<file path="src/rtl/vending_controller.sv">
// Single-product vending controller.
// Credit is counted in 5-cent units. A purchase is released with a one-cycle
// deliver pulse. Any change or cancel refund is paid back one coin per
// valid/ready handshake, largest coin first.
module vending_controller #(
  parameter int PRICE      = 5,
  parameter int MAX_CREDIT = 9,
  parameter int CW         = $clog2(MAX_CREDIT+1)
) (
  input  logic          clock,
  input  logic          reset,
  input  logic          nickel,
  input  logic          dime,
  input  logic          quarter,
  input  logic          cancel,
  input  logic          change_ready,
  output logic          deliver,
  output logic          change_valid,
  output logic [1:0]    change_coin,
  output logic          coin_reject,
  output logic [CW-1:0] credit,
  output logic          busy
);

  typedef enum logic [1:0] {
    IDLE   = 2'd0,
    VEND   = 2'd1,
    CHANGE = 2'd2
  } state_t;

  // Arithmetic is done a few bits wider than the credit register, so that
  // credit + quarter cannot wrap before it is compared against MAX_CREDIT.
  localparam int SW = CW + 3;
  typedef logic [SW-1:0] wide_t;

  localparam wide_t PRICE_W = wide_t'(PRICE);
  localparam wide_t MAX_W   = wide_t'(MAX_CREDIT);
  localparam wide_t NICKEL  = wide_t'(1);
  localparam wide_t DIME    = wide_t'(2);
  localparam wide_t QUARTER = wide_t'(5);

  localparam logic [1:0] CODE_NONE    = 2'b00;
  localparam logic [1:0] CODE_NICKEL  = 2'b01;
  localparam logic [1:0] CODE_DIME    = 2'b10;
  localparam logic [1:0] CODE_QUARTER = 2'b11;

  state_t        state, state_nxt;
  logic [CW-1:0] credit_nxt;

  wide_t         credit_w;
  wide_t         coin_val;
  wide_t         sum_w;
  wide_t         vend_rem_w;
  wide_t         chg_val;
  wide_t         chg_rem_w;
  logic [1:0]    chg_code;
  logic          any_coin;
  logic          multi_coin;
  logic          fits;
  logic          cancel_go;

  assign credit_w   = wide_t'(credit);
  assign any_coin   = nickel | dime | quarter;
  assign multi_coin = (nickel & dime) | (nickel & quarter) | (dime & quarter);

  // Value of the single coin considered this cycle: nickel > dime > quarter.
  always_comb begin
    coin_val = '0;
    if (nickel)       coin_val = NICKEL;
    else if (dime)    coin_val = DIME;
    else if (quarter) coin_val = QUARTER;
  end

  assign sum_w = credit_w + coin_val;
  assign fits  = (sum_w <= MAX_W);

  // A cancel with nothing inserted is meaningless, so it only counts with credit.
  assign cancel_go = cancel && (credit != '0);

  // Remainder after a sale; clamped so that a corrupted credit value cannot wrap.
  assign vend_rem_w = (credit_w >= PRICE_W) ? (credit_w - PRICE_W) : '0;

  // Greedy change selection: the largest coin that still fits the credit.
  always_comb begin
    chg_val  = NICKEL;
    chg_code = CODE_NICKEL;
    if (credit_w >= QUARTER) begin
      chg_val  = QUARTER;
      chg_code = CODE_QUARTER;
    end else if (credit_w >= DIME) begin
      chg_val  = DIME;
      chg_code = CODE_DIME;
    end
  end

  assign chg_rem_w = (credit_w >= chg_val) ? (credit_w - chg_val) : '0;

  // State and credit registers; reset forfeits any outstanding change.
  always_ff @(posedge clock or posedge reset) begin
    if (reset) begin
      state  <= IDLE;
      credit <= '0;
    end else begin
      state  <= state_nxt;
      credit <= credit_nxt;
    end
  end

  // Next-state and next-credit selection.
  always_comb begin
    state_nxt  = state;
    credit_nxt = credit;
    case (state)
      IDLE: begin
        if (cancel_go) begin
          state_nxt = CHANGE;
        end else if (any_coin && fits) begin
          credit_nxt = CW'(sum_w);
          if (sum_w >= PRICE_W) state_nxt = VEND;
        end
      end
      VEND: begin
        credit_nxt = CW'(vend_rem_w);
        state_nxt  = (vend_rem_w != '0) ? CHANGE : IDLE;
      end
      CHANGE: begin
        // Nothing left to return (only reachable through corruption): leave at once.
        if (credit == '0) begin
          state_nxt = IDLE;
        end else if (change_ready) begin
          credit_nxt = CW'(chg_rem_w);
          if (chg_rem_w == '0) state_nxt = IDLE;
        end
      end
      default: begin
        state_nxt  = IDLE;
        credit_nxt = '0;
      end
    endcase
  end

  // Moore outputs from the registered state; coin_reject looks at this cycle's coins.
  always_comb begin
    deliver      = 1'b0;
    busy         = 1'b0;
    change_valid = 1'b0;
    change_coin  = CODE_NONE;
    coin_reject  = any_coin;
    case (state)
      IDLE: begin
        if (cancel_go) coin_reject = any_coin;
        else           coin_reject = any_coin && (!fits || multi_coin);
      end
      VEND: begin
        deliver = 1'b1;
        busy    = 1'b1;
      end
      CHANGE: begin
        busy         = 1'b1;
        change_valid = 1'b1;
        change_coin  = chg_code;
      end
      default: begin
        coin_reject = any_coin;
      end
    endcase
  end

endmodule
</file>
<file path="config.mk">
export PLATFORM = sky130hd
export DESIGN_NAME = vending_controller
export DESIGN_NICKNAME = d
export VERILOG_FILES = /design/src/rtl/vending_controller.sv
export SDC_FILE = /design/constraint.sdc
export NUM_CORES = 1
export LEC_CHECK = 0
export CAP_MARGIN = 20
export CORE_ASPECT_RATIO = 1.25
export CORE_MARGIN = 1.5
export CORE_UTILIZATION = 45
export CTS_CLUSTER_DIAMETER = 80
export DETAILED_ROUTE_END_ITERATION = 8
export PLACE_DENSITY = 0.79
export SLEW_MARGIN = 10
export SYNTH_ARGS = -nofsm -noshare
export SYNTH_HDL_FRONTEND = slang
export SYNTH_SLANG_ARGS = --single-unit
</file>
<file path="constraint.sdc">
create_clock -name clock -period 2.89 [get_ports clock]
set_input_delay 0.578 -clock clock [delete_from_list [all_inputs] [get_ports clock]]
set_output_delay 0.578 -clock clock [all_outputs]
set_load 0.01 [all_outputs]
</file>
==> flow_metrics.py, run 1 <==
metrics = {
    "yosys": {
        "syn_area_um2": 968,
        "avgSynthCellArea_um2": 8.14,
        "synthDistinctLibCells": 46,
        "ys_seq_area_frac": 0.155,
        "ys.warnings.count": 0,
        "synth-async-reset-ratio": 1.00,
        "yosysTopAreaCellShare": 0.181,
        "synth_nets": 142,
        "synthTopCellsByCount": "ha_1, inv_1, nor2_1",
        "yosys-top-cells-area": "ha_1, dfrtp_1, inv_1, fa_1, nor2b_1",
        "ys_seq_elements": 6,
        "synth_edf_count": 0,
        "syn_inst": 119,
        "synth_top_area_cell": "ha_1",
        "synth_ff_type": "dfrtp_1",
    },
    "timing": {
        "slew_headroom": 0.731,
        "max_clock_freq_ghz": 0.328,
        "rsz0062_at_grt": "true",
        "fin_ws_ns": -0.162,
        "setup_viol": 3,
        "slew_violations": 0,
        "tightestPinTransition_ns": 0.401,
        "min_period_over_period": 1.06,
        "clock_skew_ns": 0.0128,
        "hold_viol": 0,
        "min_period_ns": 3.05,
    },
    "power": {
        "power.density_mw_per_mm2": 1410,
        "power_uw": 2270,
        "peakVddDrop_mv": 0.856,
        "p_leak_uw": 0.000740,
    },
    "worst_setup_path": {
        "crit_arrival_ns": 2.47,
        "cp-start-kind": "flip-flop",
        "critPathCaptureType": "output pin",
        "critical_path_required_ns": 2.31,
        "cp_max_fo": 4,
        "reg2reg_slack_ns": -0.08,
        "crit_type": "flip-flop to output pin",
    },
    "grt": {
        "grt_start_max_net_pins": 10,
        "grt_overflow_total": 0,
        "antenna_found_initial": 0,
        "grt_pass1_wl_um": 4610,
        "grt_use_total": 0.268,
        "grt_pass1_vias": 1072,
        "use_met1": 0.300,
        "gr-usage-met2": 0.505,
        "grt.busiest_layer": "met2",
        "use_met3": 0.0396,
    },
    "routing": {
        "wl_per_cell_um": 15.9,
        "drt_iter0_markers": 36,
        "vias": 1102,
        "ant_nets": 0,
        "viasPerCell": 5.68,
        "drt-total-wl_um": 3080,
        "drc_errors": 2,
        "first_pass_iters": 6,
    },
    "clock_tree": {
        "clock_path_buffers": 2,
        "cts_hold_buf": 0,
        "cts-root-buf": "clkbuf_4",
        "cts_tree": "done",
        "cts.clk_slew.worst_paths_ns": 0.05,
        "clk_latency_ns": 0.26,
        "htreeDepth": 1,
        "cts_inserted_buffers": 3,
        "cts_sinks": 6,
    },
    "floorplanning": {
        "fp.coreArea_mm2": 0.00200,
        "pin_count": 17,
        "die_y_um": 54.9,
        "dieWidth_um": 44.5,
        "die_area_mm2": 0.00244,
        "start_util": 0.483,
        "rows": 18,
    },
    "placed_design": {
        "post-place-cells": 181,
        "gp_congestion": 0.985,
        "post-dp-hpwl_um": 2210,
        "port-buffer-count": 16,
        "placed_cell_area_mm2": 0.00137,
    },
    "final_layout": {
        "nFillCells": 135,
        "fin_nets": 198,
        "final_layout_size_suffix_gt1_frac": 0.506,
        "final_util": 0.802,
        "antenna_cells": 0,
        "stdcell_area_mm2": 0.00161,
        "area.growth.synth_to_final_pct": 66.0,
        "final_cell_count_no_fill": 194,
    },
    "outcome": {
        "violations": "design-rule violations, negative setup slack",
        "status": "finished, violations left",
    },
    "worst_hold_path": {
        "min_path_type": "input port to async pin",
    },
    "job": {
        "cap_violations": 0,
    },
}
[cell usage in the layout, fill, tap and decap left out, drive strengths merged, types with 2 or more instances in the layout]
cell type and instances:
a31oi 3, fa 2, or2 2, o21a 2
nor2b 6, o21ai 8, clkdlybuf4s50 11, inv 14
buf 39, clkbuf 4, dfrtp 6, nor3 6
nand3 3, nand2b 4, nor2 8, nand2 6
nand4 2, a211oi 4, ha 14, a21oi 7
[state kept, by name (all words and copies together), names as in the netlist]
signal	count
state	2
credit	4
[stage by stage]
stage	TNS [ns]	hold slack, ns	setup slack (ns)
final	-0.256	0.546	-0.162
after global routing	-0.644	0.568	-0.273
after CTS	-0.282	0.549	-0.131
after detailed placement	-2.00	0.568	-0.891
after global placement	-1.51	0.565	-0.828
after floorplan	-0.0778	0.369	-0.0419
[worst max-delay path: stages (launching register included)]
cell      delay [ns]
dfrtp_2         0.44
buf_4           0.15
buf_4           0.12
ha_1            0.27
and3_1          0.21
o21a_1          0.22
a211o_2         0.32
nand3b_1        0.14
nor3_2          0.07
nor3_2          0.13
buf_2           0.14
[routing by layer]
| layer | vias to the layer above | part of all wire |
|---|---|---|
| li1 | 538 | - |
| met3 | 10 | 0.034 |
| met4 | 0 | 0.032 |
| met5 | - | 0 |
| met1 | 519 | 0.39 |
| met2 | 35 | 0.54 |
[cells by family (layout without fill, tap and decap cells)]
| family | Yosys count | after routing | synth area share |
|---|---|---|---|
| simple gates | 46 | 46 | 0.269 |
| compound gates | 33 | 33 | 0.266 |
| fa+ha+maj | 16 | 16 | 0.222 |
| buf+inv | 15 | 70 | 0.0594 |
| flops | 6 | 6 | 0.155 |
| xor+xnor | 2 | 2 | 0.0181 |
| mux | 1 | 1 | 0.0103 |
[power by group]
group,internal [µW],switching (µW),leakage (µW),total [µW]
sequential,127,49.7,0.0000741,176
combinational,1080,931,0.000650,2010
clock,52.6,35.8,0.0000150,88.4
[layout make-up]
| class | count | area (µm²) | share of cell area |
|---|---|---|---|
| sequential | 6 | 153 | 0.0949 |
| inverter | 14 | 55.1 | 0.0342 |
| multi-input combinational | 98 | 933 | 0.581 |
| timing repair buffer | 52 | 415 | 0.258 |
| tap | 20 | 25.0 | 0.0156 |
| clock buffer | 4 | 26.3 | 0.0163 |
[what timing repair did]
| action | in CTS | in global routing |
|---|---|---|
| setup buffers | 9 | 1 |
| resized for setup | 32 | 12 |
| pin swaps | 10 | 1 |
| endpoints found under the setup margin | 7 | 7 |
[worst paths after layout]
| kind | startpoint | end | cells after the start |
|---|---|---|---|
| setup / recovery | credit[1]$_DFFE_PP0P_ | coin_reject | 10 |
| hold / removal | reset | credit[3]$_DFFE_PP0P_ | 2 |
| setup reg to reg | credit[1]$_DFFE_PP0P_ | state[1]$_DFFE_PP0P_ | 16 |
| hold reg to reg | state[0]$_DFFE_PP0P_ | state[0]$_DFFE_PP0P_ | 1 |
| max in group asynchronous | reset | credit[0]$_DFFE_PP0P_ | 2 |
| min in group clock | state[0]$_DFFE_PP0P_ | state[0]$_DFFE_PP0P_ | 1 |
(Power assumes the default switching activity.)
==> inputs of run 2 (changes only) <==
--- a/config.mk
+++ b/config.mk
@@ -5,13 +5,15 @@
 export SDC_FILE = /design/constraint.sdc
 export NUM_CORES = 1
 export LEC_CHECK = 0
+export ABC_CLOCK_PERIOD_IN_PS = 3800
 export CAP_MARGIN = 20
 export CORE_ASPECT_RATIO = 1.25
 export CORE_MARGIN = 1.5
 export CORE_UTILIZATION = 45
 export CTS_CLUSTER_DIAMETER = 80
 export DETAILED_ROUTE_END_ITERATION = 8
-export PLACE_DENSITY = 0.79
+export GPL_ROUTABILITY_DRIVEN = 1
+export PLACE_DENSITY = 0.76
 export SLEW_MARGIN = 10
 export SYNTH_ARGS = -nofsm -noshare
 export SYNTH_HDL_FRONTEND = slang
==> constraint.sdc (replaced) <==
create_clock -name clock -period 3.8 [get_ports clock]
set_input_delay 0.76 -clock clock [delete_from_list [all_inputs] [get_ports clock]]
set_output_delay 0.76 -clock clock [all_outputs]
set_load 0.01 [all_outputs]
==> run 2 against run 1 <==
The run ends with design-rule violations left. Die area unchanged. Clock skew decreased by 0.0026 ns. Clock power decreased by 31%. Hold slack improved by 0.048 ns. Register-to-register slack improved by 0.43 ns. Core utilization decreased by 14 points.
==> flow_metrics.py, run 2 (synthesis results as in run 1) <==
metrics = {
    "routing": {
        "viasPerCell": 5.70,
        "drt-total-wl_um": 2380,
        "drt_iter0_markers": 23,
        "vias": 980,
        "drc_errors": 1,
        "wl_per_cell_um": 13.8,
        "ant_nets": 0,
        "first_pass_iters": 6,
    },
    "worst_setup_path": {
        "critical_path_required_ns": 3.93,
        "crit_type": "flip-flop to flip-flop",
        "cp_max_fo": 9,
        "cp_slowest_cell": "dfrtp_1",
        "critPathTopFamily": "compound AO/OA/AOI/OAI gates",
        "path_cells": "ha_1 -> or3_1 -> a21oi_2 -> nor2b_1 -> inv_1 -> ha_1 -> nor2b_1 -> o21ai_0 -> nor2b_1 -> ha_1 -> nand4_1 -> nor2_1 -> a21oi_1 -> a211oi_1 -> o22a_1",
        "crit_arrival_ns": 3.58,
        "reg2reg_slack_ns": 0.35,
        "critPathCaptureType": "flip-flop",
        "crit_buf_inv": 1,
        "r2r-start": "credit[0]$_DFFE_PP0P_",
        "crit_start": "credit[0]$_DFFE_PP0P_",
        "cpPeakStageDelay_ns": 0.48,
        "cp-start-kind": "flip-flop",
    },
    "final_layout": {
        "mostFrequentLayoutCells": "buf_4, inv_1, ha_1",
        "final_common_cell": "buf_4",
        "stdcell_area_mm2": 0.00132,
        "antenna_cells": 0,
        "final_layout_size_suffix_gt1_frac": 0.243,
        "fin_nets": 177,
        "top_register": "credit",
        "reg.largest.list": "credit (4), state (2)",
        "area.growth.synth_to_final_pct": 36.0,
        "nFillCells": 169,
        "largest_reg_flops": 4,
        "final_util": 0.657,
    },
    "timing": {
        "max_clock_freq_ghz": 0.289,
        "holdWs_ns": 0.595,
        "setup_viol": 0,
        "tightestPinTransition_ns": 0.465,
        "finalSetupTns_ns": 0,
        "slew_headroom": 0.690,
        "rsz0062_at_grt": "false",
        "hold_viol": 0,
        "slew_violations": 0,
        "clock_skew_ns": 0.0102,
        "min_period_ns": 3.45,
        "min_period_over_period": 0.909,
    },
    "grt": {
        "grt_start_max_net_pins": 14,
        "grt_use_total": 0.228,
        "antenna_found_initial": 0,
        "grt_pass1_wl_um": 4000,
        "grt_pass1_vias": 922,
        "grt_overflow_total": 0,
    },
    "clock_tree": {
        "cts_inserted_buffers": 3,
        "htreeDepth": 1,
        "cts_sinks": 6,
        "cts_tree": "done",
        "clk_latency_ns": 0.26,
        "cts-root-buf": "clkbuf_4",
        "cts.clk_slew.worst_paths_ns": 0.04,
        "cts_hold_buf": 0,
        "clock_path_buffers": 2,
    },
    "floorplanning": {
        "start_util": 0.483,
        "die_area_mm2": 0.00244,
        "pin_count": 17,
        "dieWidth_um": 44.5,
        "die_y_um": 54.9,
        "fp.coreArea_mm2": 0.00200,
        "rows": 18,
    },
    "outcome": {
        "violations": "design-rule violations",
        "status": "finished, violations left",
    },
    "placed_design": {
        "post-dp-hpwl_um": 1890,
        "port-buffer-count": 16,
        "gp_congestion": 0.853,
        "placed_cell_area_mm2": 0.00126,
    },
    "power": {
        "peakVddDrop_mv": 0.514,
        "p_leak_uw": 0.000626,
        "power.density_mw_per_mm2": 924,
    },
    "worst_hold_path": {
        "min-delay-start": "state[0]$_DFFE_PP0P_",
        "min_path_type": "flip-flop to flip-flop",
    },
    "job": {
        "cap_violations": 0,
    },
}
[run 2: worst paths after layout]
path,endpoint,cells past startpoint
setup / recovery,state[0]$_DFFE_PP0P_,15
max in group asynchronous,credit[0]$_DFFE_PP0P_,2
setup reg to reg,state[0]$_DFFE_PP0P_,15
hold reg to reg,state[0]$_DFFE_PP0P_,1
hold / removal,state[0]$_DFFE_PP0P_,1
min in group asynchronous,credit[3]$_DFFE_PP0P_,2
[run 2: per-stage QoR]
step / setup WS [ns] / power, µW / cells
detailed placement: -0.388 / 1130 / 169
global route: 0.0304 / 1350 / 172
finish: 0.346 / 1220 / 172
CTS: 0.0309 / 1200 / 172
floorplan: 0.505 / 805 / 119
global placement: -0.305 / 1110 / 169
[run 2: routing by layer]
metal,vias to the layer above,GRT usage,share of wire
met5,-,0,0
met4,0,0.0758,0.011
met3,4,0.0396,0.059
met2,35,0.399,0.52
met1,442,0.278,0.41
li1,499,-,-
[run 2: repair_timing]
action,CTS,global route
pin swaps,0,3
setup endpoints to repair,1,1
gates resized for setup,5,8
setup buffers,0,0
[run 2: final cells by class]
type | instances | area, µm² | share of cell area
multi-input combinational | 98 | 792 | 0.601
timing repair buffer | 31 | 275 | 0.209
sequential | 6 | 150 | 0.114
inverter | 14 | 52.6 | 0.0399
tap | 20 | 25.0 | 0.0190
clock buffer | 3 | 22.5 | 0.0171
[run 2: worst reg2reg max path, delay by kind of cell (launching register included)]
family	cells	cell delay, ns
flops	1	0.48
fa+ha+maj	3	0.80
compound gates	5	0.99
simple gates	6	0.96
buf+inv	1	0.09
[run 2: where the power goes]
| part | switching (µW) | internal, µW |
|---|---|---|
| clock network | 25.5 | 35.9 |
| registers | 49.4 | 93.8 |
| logic | 512 | 501 |
